==> src/rtl/vga_block_update_ctrl.sv <==
// ============================================================================
//  Module   : vga_block_update_ctrl
//  Function : Shadow/active double buffer for the movable VGA block. Updates
//             are committed once per frame at the start of vertical blanking.
//  Revision : 1.0
// ============================================================================
`default_nettype none

module vga_block_update_ctrl #(
    parameter int H_CELLS     = 20,
    parameter int V_CELLS     = 15,
    parameter int COMMIT_LINE = 480
) (
    input  logic        pixel_clk,
    input  logic        rst,
    input  logic [10:0] hcount,
    input  logic [10:0] vcount,
    input  logic        cpu_wr,
    input  logic [8:0]  cpu_pos,
    input  logic [11:0] cpu_color,
    input  logic        step_req,
    input  logic [1:0]  step_dir,
    output logic [8:0]  pos_active,
    output logic [11:0] color_active,
    output logic        pending,
    output logic        frame_tick,
    output logic [15:0] frame_cnt,
    output logic        step_drop
);

    localparam logic [4:0]  H_MAX       = 5'(H_CELLS - 1);
    localparam logic [3:0]  V_MAX       = 4'(V_CELLS - 1);
    localparam logic [10:0] COMMIT_V    = 11'(COMMIT_LINE);
    localparam logic [8:0]  RESET_POS   = 9'h000;
    localparam logic [11:0] RESET_COLOR = 12'h00F;

    localparam logic [1:0] DIR_UP    = 2'b00;
    localparam logic [1:0] DIR_DOWN  = 2'b01;
    localparam logic [1:0] DIR_LEFT  = 2'b10;
    localparam logic [1:0] DIR_RIGHT = 2'b11;

    typedef enum logic [0:0] {
        CLEAN = 1'b0,
        DIRTY = 1'b1
    } state_t;

    state_t      state;
    state_t      state_next;
    logic [8:0]  shadow_pos;
    logic [8:0]  shadow_pos_next;
    logic [11:0] shadow_color;
    logic [11:0] shadow_color_next;
    logic        commit;
    logic [4:0]  clamp_h;
    logic [3:0]  clamp_v;
    logic [4:0]  step_h;
    logic [3:0]  step_v;
    logic [4:0]  cur_h;
    logic [3:0]  cur_v;

    assign commit = (vcount == COMMIT_V) && (hcount == 11'd0);
    assign cur_h  = shadow_pos[8:4];
    assign cur_v  = shadow_pos[3:0];

    // Each field saturates independently so an out-of-range column never
    // disturbs a valid row and vice versa.
    always_comb begin
        clamp_h = (cpu_pos[8:4] > H_MAX) ? H_MAX : cpu_pos[8:4];
        clamp_v = (cpu_pos[3:0] > V_MAX) ? V_MAX : cpu_pos[3:0];
    end

    always_comb begin
        step_h = cur_h;
        step_v = cur_v;
        case (step_dir)
            DIR_UP:    step_v = (cur_v == 4'd0)  ? 4'd0  : cur_v - 4'd1;
            DIR_DOWN:  step_v = (cur_v >= V_MAX) ? V_MAX : cur_v + 4'd1;
            DIR_LEFT:  step_h = (cur_h == 5'd0)  ? 5'd0  : cur_h - 5'd1;
            DIR_RIGHT: step_h = (cur_h >= H_MAX) ? H_MAX : cur_h + 5'd1;
            default:   ;
        endcase
    end

    // A new request wins over the commit's return to CLEAN: the commit has
    // already taken the pre-update shadow, so the fresh value is still owed.
    always_comb begin
        state_next        = state;
        shadow_pos_next   = shadow_pos;
        shadow_color_next = shadow_color;
        if (cpu_wr) begin
            shadow_pos_next   = {clamp_h, clamp_v};
            shadow_color_next = cpu_color;
            state_next        = DIRTY;
        end else if (step_req) begin
            shadow_pos_next   = {step_h, step_v};
            state_next        = DIRTY;
        end else if (commit) begin
            state_next        = CLEAN;
        end
    end

    always_ff @(posedge pixel_clk or posedge rst) begin
        if (rst) begin
            state        <= CLEAN;
            shadow_pos   <= RESET_POS;
            shadow_color <= RESET_COLOR;
        end else begin
            state        <= state_next;
            shadow_pos   <= shadow_pos_next;
            shadow_color <= shadow_color_next;
        end
    end

    always_ff @(posedge pixel_clk or posedge rst) begin
        if (rst) begin
            pos_active   <= RESET_POS;
            color_active <= RESET_COLOR;
            frame_tick   <= 1'b0;
            frame_cnt    <= 16'd0;
            step_drop    <= 1'b0;
        end else begin
            frame_tick <= commit;
            step_drop  <= cpu_wr && step_req;
            if (commit) begin
                pos_active   <= shadow_pos;
                color_active <= shadow_color;
                frame_cnt    <= frame_cnt + 16'd1;
            end
        end
    end

    assign pending = (state == DIRTY);

endmodule

`default_nettype wire
==> config.mk <==
export PLATFORM = sky130hd
export DESIGN_NAME = vga_block_update_ctrl
export DESIGN_NICKNAME = d
export VERILOG_FILES = /design/src/rtl/vga_block_update_ctrl.sv
export SDC_FILE = /design/constraint.sdc
export NUM_CORES = 1
export LEC_CHECK = 0
export CORE_MARGIN = 5
export CORE_UTILIZATION = 43
export DETAILED_ROUTE_END_ITERATION = 12
export PLACE_DENSITY = 0.69
export RECOVER_POWER = 25
export SETUP_SLACK_MARGIN = 0.4
export SKIP_CTS_REPAIR_TIMING = 1
export SLEW_MARGIN = 5
export SYNTH_ARGS = -nofsm -noshare
export SYNTH_HDL_FRONTEND = slang
export SYNTH_SLANG_ARGS = --single-unit
==> constraint.sdc <==
create_clock -name pixel_clk -period 2.6 [get_ports pixel_clk]
set_input_delay 0.65 -clock pixel_clk [delete_from_list [all_inputs] [get_ports pixel_clk]]
set_output_delay 0.65 -clock pixel_clk [all_outputs]
set_load 0.01 [all_outputs]
==> impl_metrics.tcl, run 1 <==
set metrics [dict create \
    final.period_utilization_pct 79.4 \
    setup_tns_ns 0 \
    worstPathCellList "clkdlybuf4s50_1 > nor4_2 > nand4_2 > buf_4 > nor4_1 > xor2_1" \
    gp_routability_congestion 0.910 \
    ioPinCount 89 \
    synthCells 271 \
    status "complete, no violations" \
    area.growth.synth_to_final_pct 40.0 \
    routed_via_count_divided_by_cell_count 5.29 \
    class_of_the_tightest_hold_or_removal_check "flip-flop to flip-flop" \
    worst_skew_pair.late_latency_ns 0.33 \
    via_total_after_detailed_routing 2458 \
    routed_wire_length_per_instance_um 15.5 \
    worst_slew_pin_slew_ns 0.826 \
    timing.critical_path.required_ns 2.85 \
    drive_gt1_share_pct 16.7 \
    synthesis.nets 327 \
    synth_largest_type_area_fraction_pct 42.7 \
    post_synth.cell_area_avg_um2 11.5 \
    timing.final.setup_violations 0 \
    synthMostInstantiatedCell "dfrtp_1" \
    edff_count_synth 0 \
    timing.fmax_ghz 0.484 \
    wl_um 7230 \
    final-hold-violation-count 0 \
    final_net_count 417 \
    num_cts_buffers 9 \
    clockBufferDepth 2 \
    synth_async_sr_flop_share_pct 100 \
    starting_drc_count_in_detailed_routing 67 \
    unrepaired_setup_endpoints_after_global_routing "false" \
    synth.ff_latch_count 61 \
    globalRouteTotalUtil_pct 17.2 \
    synthTopCellsByArea "dfrtp_1, dfstp_2, mux2_1" \
    seq_area_frac_synth_pct 49.5 \
    core-area_um2 7140 \
    tritoncts "yes" \
    power_per_cell_area_nw_per_um2 536 \
    drt_drc_violations_left 0 \
    num_rows 31 \
    p_leak_uw 0.00191 \
    synth_commonest_cells "dfrtp_1, mux2_1, mux2_2, nand2_1, xor2_1" \
    clk_pin_slew_ns 0.07 \
    via_count_of_the_first_global_routing_pass 2533 \
    detailedPlacementHpwl_um 5260 \
    drt_pass1_iterations 4 \
    critical_path.max_fanout 15 \
    grt_first_pass_wirelength_um 12100 \
    slew_violations 0 \
    worst-endpoint-arrival_ns 2.32 \
    fp.dieArea_um2 9030 \
    post-route-worst-setup-slack_ns 0.534 \
    synthesis.yosys.warnings 0 \
    initial_utilization_pct 43.5 \
    vdd_drop_max_mv 0.330 \
    port-buffer-count 88 \
    final_period_minus_worst_setup_slack_ns 2.07 \
    start_kind "input pin" \
    critical_path_class "input pin to flip-flop" \
    numClockSinks 61 \
    overflow 0 \
    clock_tree.root_cell "clkbuf_8" \
    antennaDiodeCount 0 \
    worst_path_slowest_cell "clkdlybuf4s50_1" \
    cts_max_level 3 \
    netlist.top_cell.by_area "dfrtp_1" \
    setup.worst_path.end_class "flip-flop" \
    grt_start_max_net_pins 34 \
    slew_headroom_pct 44.9 \
    postLayoutCoreUtil_pct 61.0 \
    cap_viol_max_count 0 \
    synth_cell_type_count 53 \
    number_of_antenna_violations_at_the_first_check_in_global_routing 0 \
    synth_ff_type "dfrtp_1" \
    detailedPlace.worstSlack_ns 0.156 \
    finalClockSkew_ns 0.00697 \
    cpPeakStageDelay_ns 0.41 \
    die_h_um 95 \
    syn-cell-area_um2 3110 \
    ant_nets 0 \
    horizontal_die_dimension_um 95 \
]
## area by class of cell
type / instances / area (um2)
Clock buffer: 10 / 138
Clock inverter: 6 / 110
Fill cell: 607 / 2790
Inverter: 10 / 37.5
Multi-Input combinational cell: 185 / 1460
Sequential cell: 61 / 1540
Tap cell: 99 / 124
Timing Repair Buffer: 94 / 948
## routing by layer
metal / vias up / GRT usage (%) / wire (um)
met5: - / 0 / 0
met4: 0 / 6.13 / 57
met3: 6 / 4.46 / 535
met2: 88 / 29.0 / 3580
met1: 1201 / 21.1 / 3050
li1: 1163 / - / -
## kinds of logic (layout without fill, tap and decap cells)
family                     Yosys count  after routing  synth area share (%)
and+or+nand+nor                     87             87                  18.3
muxes                               34             34                  12.3
DFF                                 61             61                  49.5
AOI/OAI and AO/OA                   42             42                  9.02
adders and majority gates            7              7                  2.82
xor gates and xnor gates            15             15                  4.23
buffers and inverters               25            120                  3.87
## stage by stage
step           cells  power [uW]  instance area (um2)  hold WS [ns]
3_3_place_gp     449        1300                 4110         0.461
6_report         465        2330                 4350         0.471
3_5_place_dp     449        1310                 4110         0.468
4_1_cts          465        2360                 4360         0.477
5_1_grt          465        2420                 4350         0.500
2_1_floorplan    271        1180                 3110         0.460
## report_power, final
part	internal, uW	switching (uW)	total [uW]
Combinational	139	108	248
Sequential	988	48.0	1040
Clock	661	387	1050
Total	1790	543	2330
## registers in the layout (all words and copies together), names as in the netlist
name / count
color_active: 12
frame_tick: 1
pending: 1
pos_active: 9
step_drop: 1
shadow_color: 12
shadow_pos: 9
frame_cnt: 16
## worst paths after layout
check	startpoint	to	slack, ns	depth (start not counted)
max	vcount[0]	frame_cnt[15]	0.53	6
min	frame_cnt[15]	frame_cnt[15]	0.47	1
min reg2reg	frame_cnt[15]	frame_cnt[15]	0.47	1
min in group asynchronous	rst	shadow_color[11]	0.72	2
max reg2reg	shadow_pos[5]	shadow_pos[4]	0.75	6
max in group asynchronous	rst	frame_cnt[15]	0.77	3
## critical path, delay by kind of cell
kind,cells,cell delay (ns)
buffers and inverters,2,0.65
AND/OR/NAND/NOR,3,0.83
XOR/XNOR,1,0.18
## cells in the final DEF, fill, tap and decap left out, types with 2 or more instances in the layout
master / n
nor3_1: 9
a211oi_1: 4
nor4_2: 5
o31ai_1: 2
nor2b_1: 2
nand4_1: 4
clkbuf_8: 10
dfrtp_1: 53
and4b_1: 2
inv_1: 10
nand2_1: 16
nor2_1: 10
a21oi_1: 11
nand3_1: 11
bufinv_16: 3
mux2_1: 18
clkinvlp_4: 2
nor4_1: 4
xor2_1: 14
mux2_2: 16
o21ai_0: 10
nand2b_1: 2
dfstp_2: 8
and2_1: 6
nor4b_1: 2
nor4_4: 2
buf_12: 2
o311ai_0: 3
buf_4: 3
ha_1: 7
clkdlybuf4s50_1: 87
No activity file was read; power rests on OpenSTA's default activity.
==> run 2: changes to the inputs <==
Clock period 2.6 ns to 1.93 ns, I/O delays scaled along.
==> run 2 against run 1 <==
  * Clock-buffer cell count unchanged
  * Sequential power increased by 35%
  * Worst hold slack got worse by 0.0014 ns
  * Sequential cell count unchanged
  * Cell count increased by 9.9%
  * Design area increased by 22%
  * Via count increased by 13%
  * Non-clock buffer count increased by 46
  * Combinational power increased by 95%
  * Highest routed layer unchanged
==> impl_metrics.tcl, run 2 (synthesis gave the netlist of run 1 again) <==
set metrics [dict create \
    power_per_cell_area_nw_per_um2 554 \
    worst_skew_pair.late_latency_ns 0.34 \
    die_h_um 95 \
    timing.fmax_ghz 0.604 \
    number_of_antenna_violations_at_the_first_check_in_global_routing 0 \
    drive_gt1_share_pct 45.1 \
    most-common-layout-cells "dlymetal6s2s_1, dfrtp_1, buf_4" \
    clockBufferDepth 2 \
    horizontal_die_dimension_um 95 \
    regMostFlops "frame_cnt" \
    clock_tree.root_cell "clkbuf_8" \
    worst-endpoint-arrival_ns 1.88 \
    grt_start_max_net_pins 31 \
    final_period_minus_worst_setup_slack_ns 1.66 \
    grt_first_pass_wirelength_um 12000 \
    final-seq-area_um2 1550 \
    ioPinCount 89 \
    final_net_count 463 \
    final.period_utilization_pct 85.8 \
    fp.dieArea_um2 9030 \
    timing.reg2reg.setup_slack_ns 0.31 \
    area.growth.synth_to_final_pct 70.8 \
    multi_input_comb_area_um2 1890 \
    setup.worst_path.end_class "flip-flop" \
    globalRouteTotalUtil_pct 17.1 \
    detailedPlacementHpwl_um 5390 \
    power.switching_uw 846 \
    tritoncts "yes" \
    comb_power_share_pct 16.4 \
    reg.largest.list "frame_cnt: 16 flops, color_active: 12 flops, shadow_color: 12 flops" \
    critical_path_class "input pin to flip-flop" \
    via_count_of_the_first_global_routing_pass 2543 \
    power.share.clock_pct 36.1 \
    final.fill_count 460 \
    largest_register_ff_count 16 \
    antennaDiodeCount 0 \
    wl_um 9380 \
    starting_drc_count_in_detailed_routing 100 \
    timing.final.setup_violations 0 \
    initial_utilization_pct 43.5 \
    unrepaired_setup_endpoints_after_global_routing "true" \
    cap_viol_max_count 0 \
    numClockSinks 61 \
    slew_violations 0 \
    port-buffer-count 88 \
    overflow 0 \
    routed_via_count_divided_by_cell_count 5.44 \
    critical_path.max_fanout 5 \
    routed_wire_length_per_instance_um 18.3 \
    via_total_after_detailed_routing 2779 \
    worstPathCellList "dlymetal6s2s_1 > nor4_4 > nand4_4 > nor2_4 > buf_6 > clkbuf_16 > mux2_4" \
    finalClockSkew_ns 0.00676 \
    gp_routability_congestion 0.836 \
    sequentialPowerShare_pct 47.4 \
    num_cts_buffers 9 \
    drt_pass1_iterations 4 \
    slew_headroom_pct 43.1 \
    vdd_drop_max_mv 0.468 \
    power.switching_fraction_pct 28.8 \
    number_of_buffer_and_inverter_instances_along_the_worst_setup_path 3 \
    num_rows 31 \
    mostFrequentLayoutCell "dlymetal6s2s_1" \
    critical_path.top_delay_family "simple AND/OR/NAND/NOR gates" \
    core-area_um2 7140 \
    timing.critical_path.required_ns 2.15 \
    clk_pin_slew_ns 0.08 \
    status "complete, no violations" \
    ant_nets 0 \
    drt_drc_violations_left 0 \
    final-hold-violation-count 0 \
    worst_path_slowest_cell "mux2_4" \
    hold-worst-slack_ns 0.469 \
    p_leak_uw 0.00310 \
    worst_slew_pin_slew_ns 0.849 \
    class_of_the_tightest_hold_or_removal_check "flip-flop to flip-flop" \
    cts_max_level 3 \
    p_int_uw 2100 \
    setup_tns_ns 0 \
    start_kind "input pin" \
    cpPeakStageDelay_ns 0.29 \
]
## run 2: final cells by class
class	instances	share of cell area [%]
Timing Repair Buffer	140	28.6
Inverter	10	0.778
Clock buffer	10	2.59
Multi-Input combinational cell	185	35.7
Tap cell	99	2.33
Sequential cell	61	29.2
Clock inverter	6	0.872
## run 2: through the flow
step / std cells / worst slack [ns] / instance area, um2 / power [uW] / utilization (%)
after floorplan: 271 / 0.149 / 3190 / 1600 / -
after global placement: 462 / -0.310 / 4300 / 1790 / 60.2
after detailed placement: 462 / -0.328 / 4300 / 1790 / 60.2
after CTS: 478 / 0.0126 / 4480 / 2840 / 62.8
after global routing: 511 / 0.147 / 5310 / 3070 / 74.4
final: 511 / 0.274 / 5310 / 2940 / 74.4
## run 2: final timing paths
check / startpoint / endpoint / cells past startpoint
max in group asynchronous: rst / shadow_pos[1] / 3
min: frame_cnt[15] / frame_cnt[15] / 1
min reg2reg: frame_cnt[15] / frame_cnt[15] / 1
max: hcount[0] / color_active[6] / 7
max reg2reg: frame_cnt[0] / frame_cnt[12] / 7
min in group asynchronous: rst / shadow_color[5] / 2
## run 2: routing by layer
metal  up-vias  part of all wire (%)  GRT usage [%]
li1       1272                     -              -
met1      1387                    43           21.9
met2        98                    49           27.8
met3        22                   5.4           4.06
met4         0                   2.2           6.97
met5         -                     0              0
## run 2: power by group through the flow
stage,combinational [uW],sequential (uW),clock [uW]
final,484,1400,1060
after global routing,521,1400,1140
after CTS,391,1380,1070
after detailed placement,390,1400,0
after global placement,383,1400,0
after floorplan,215,1380,0
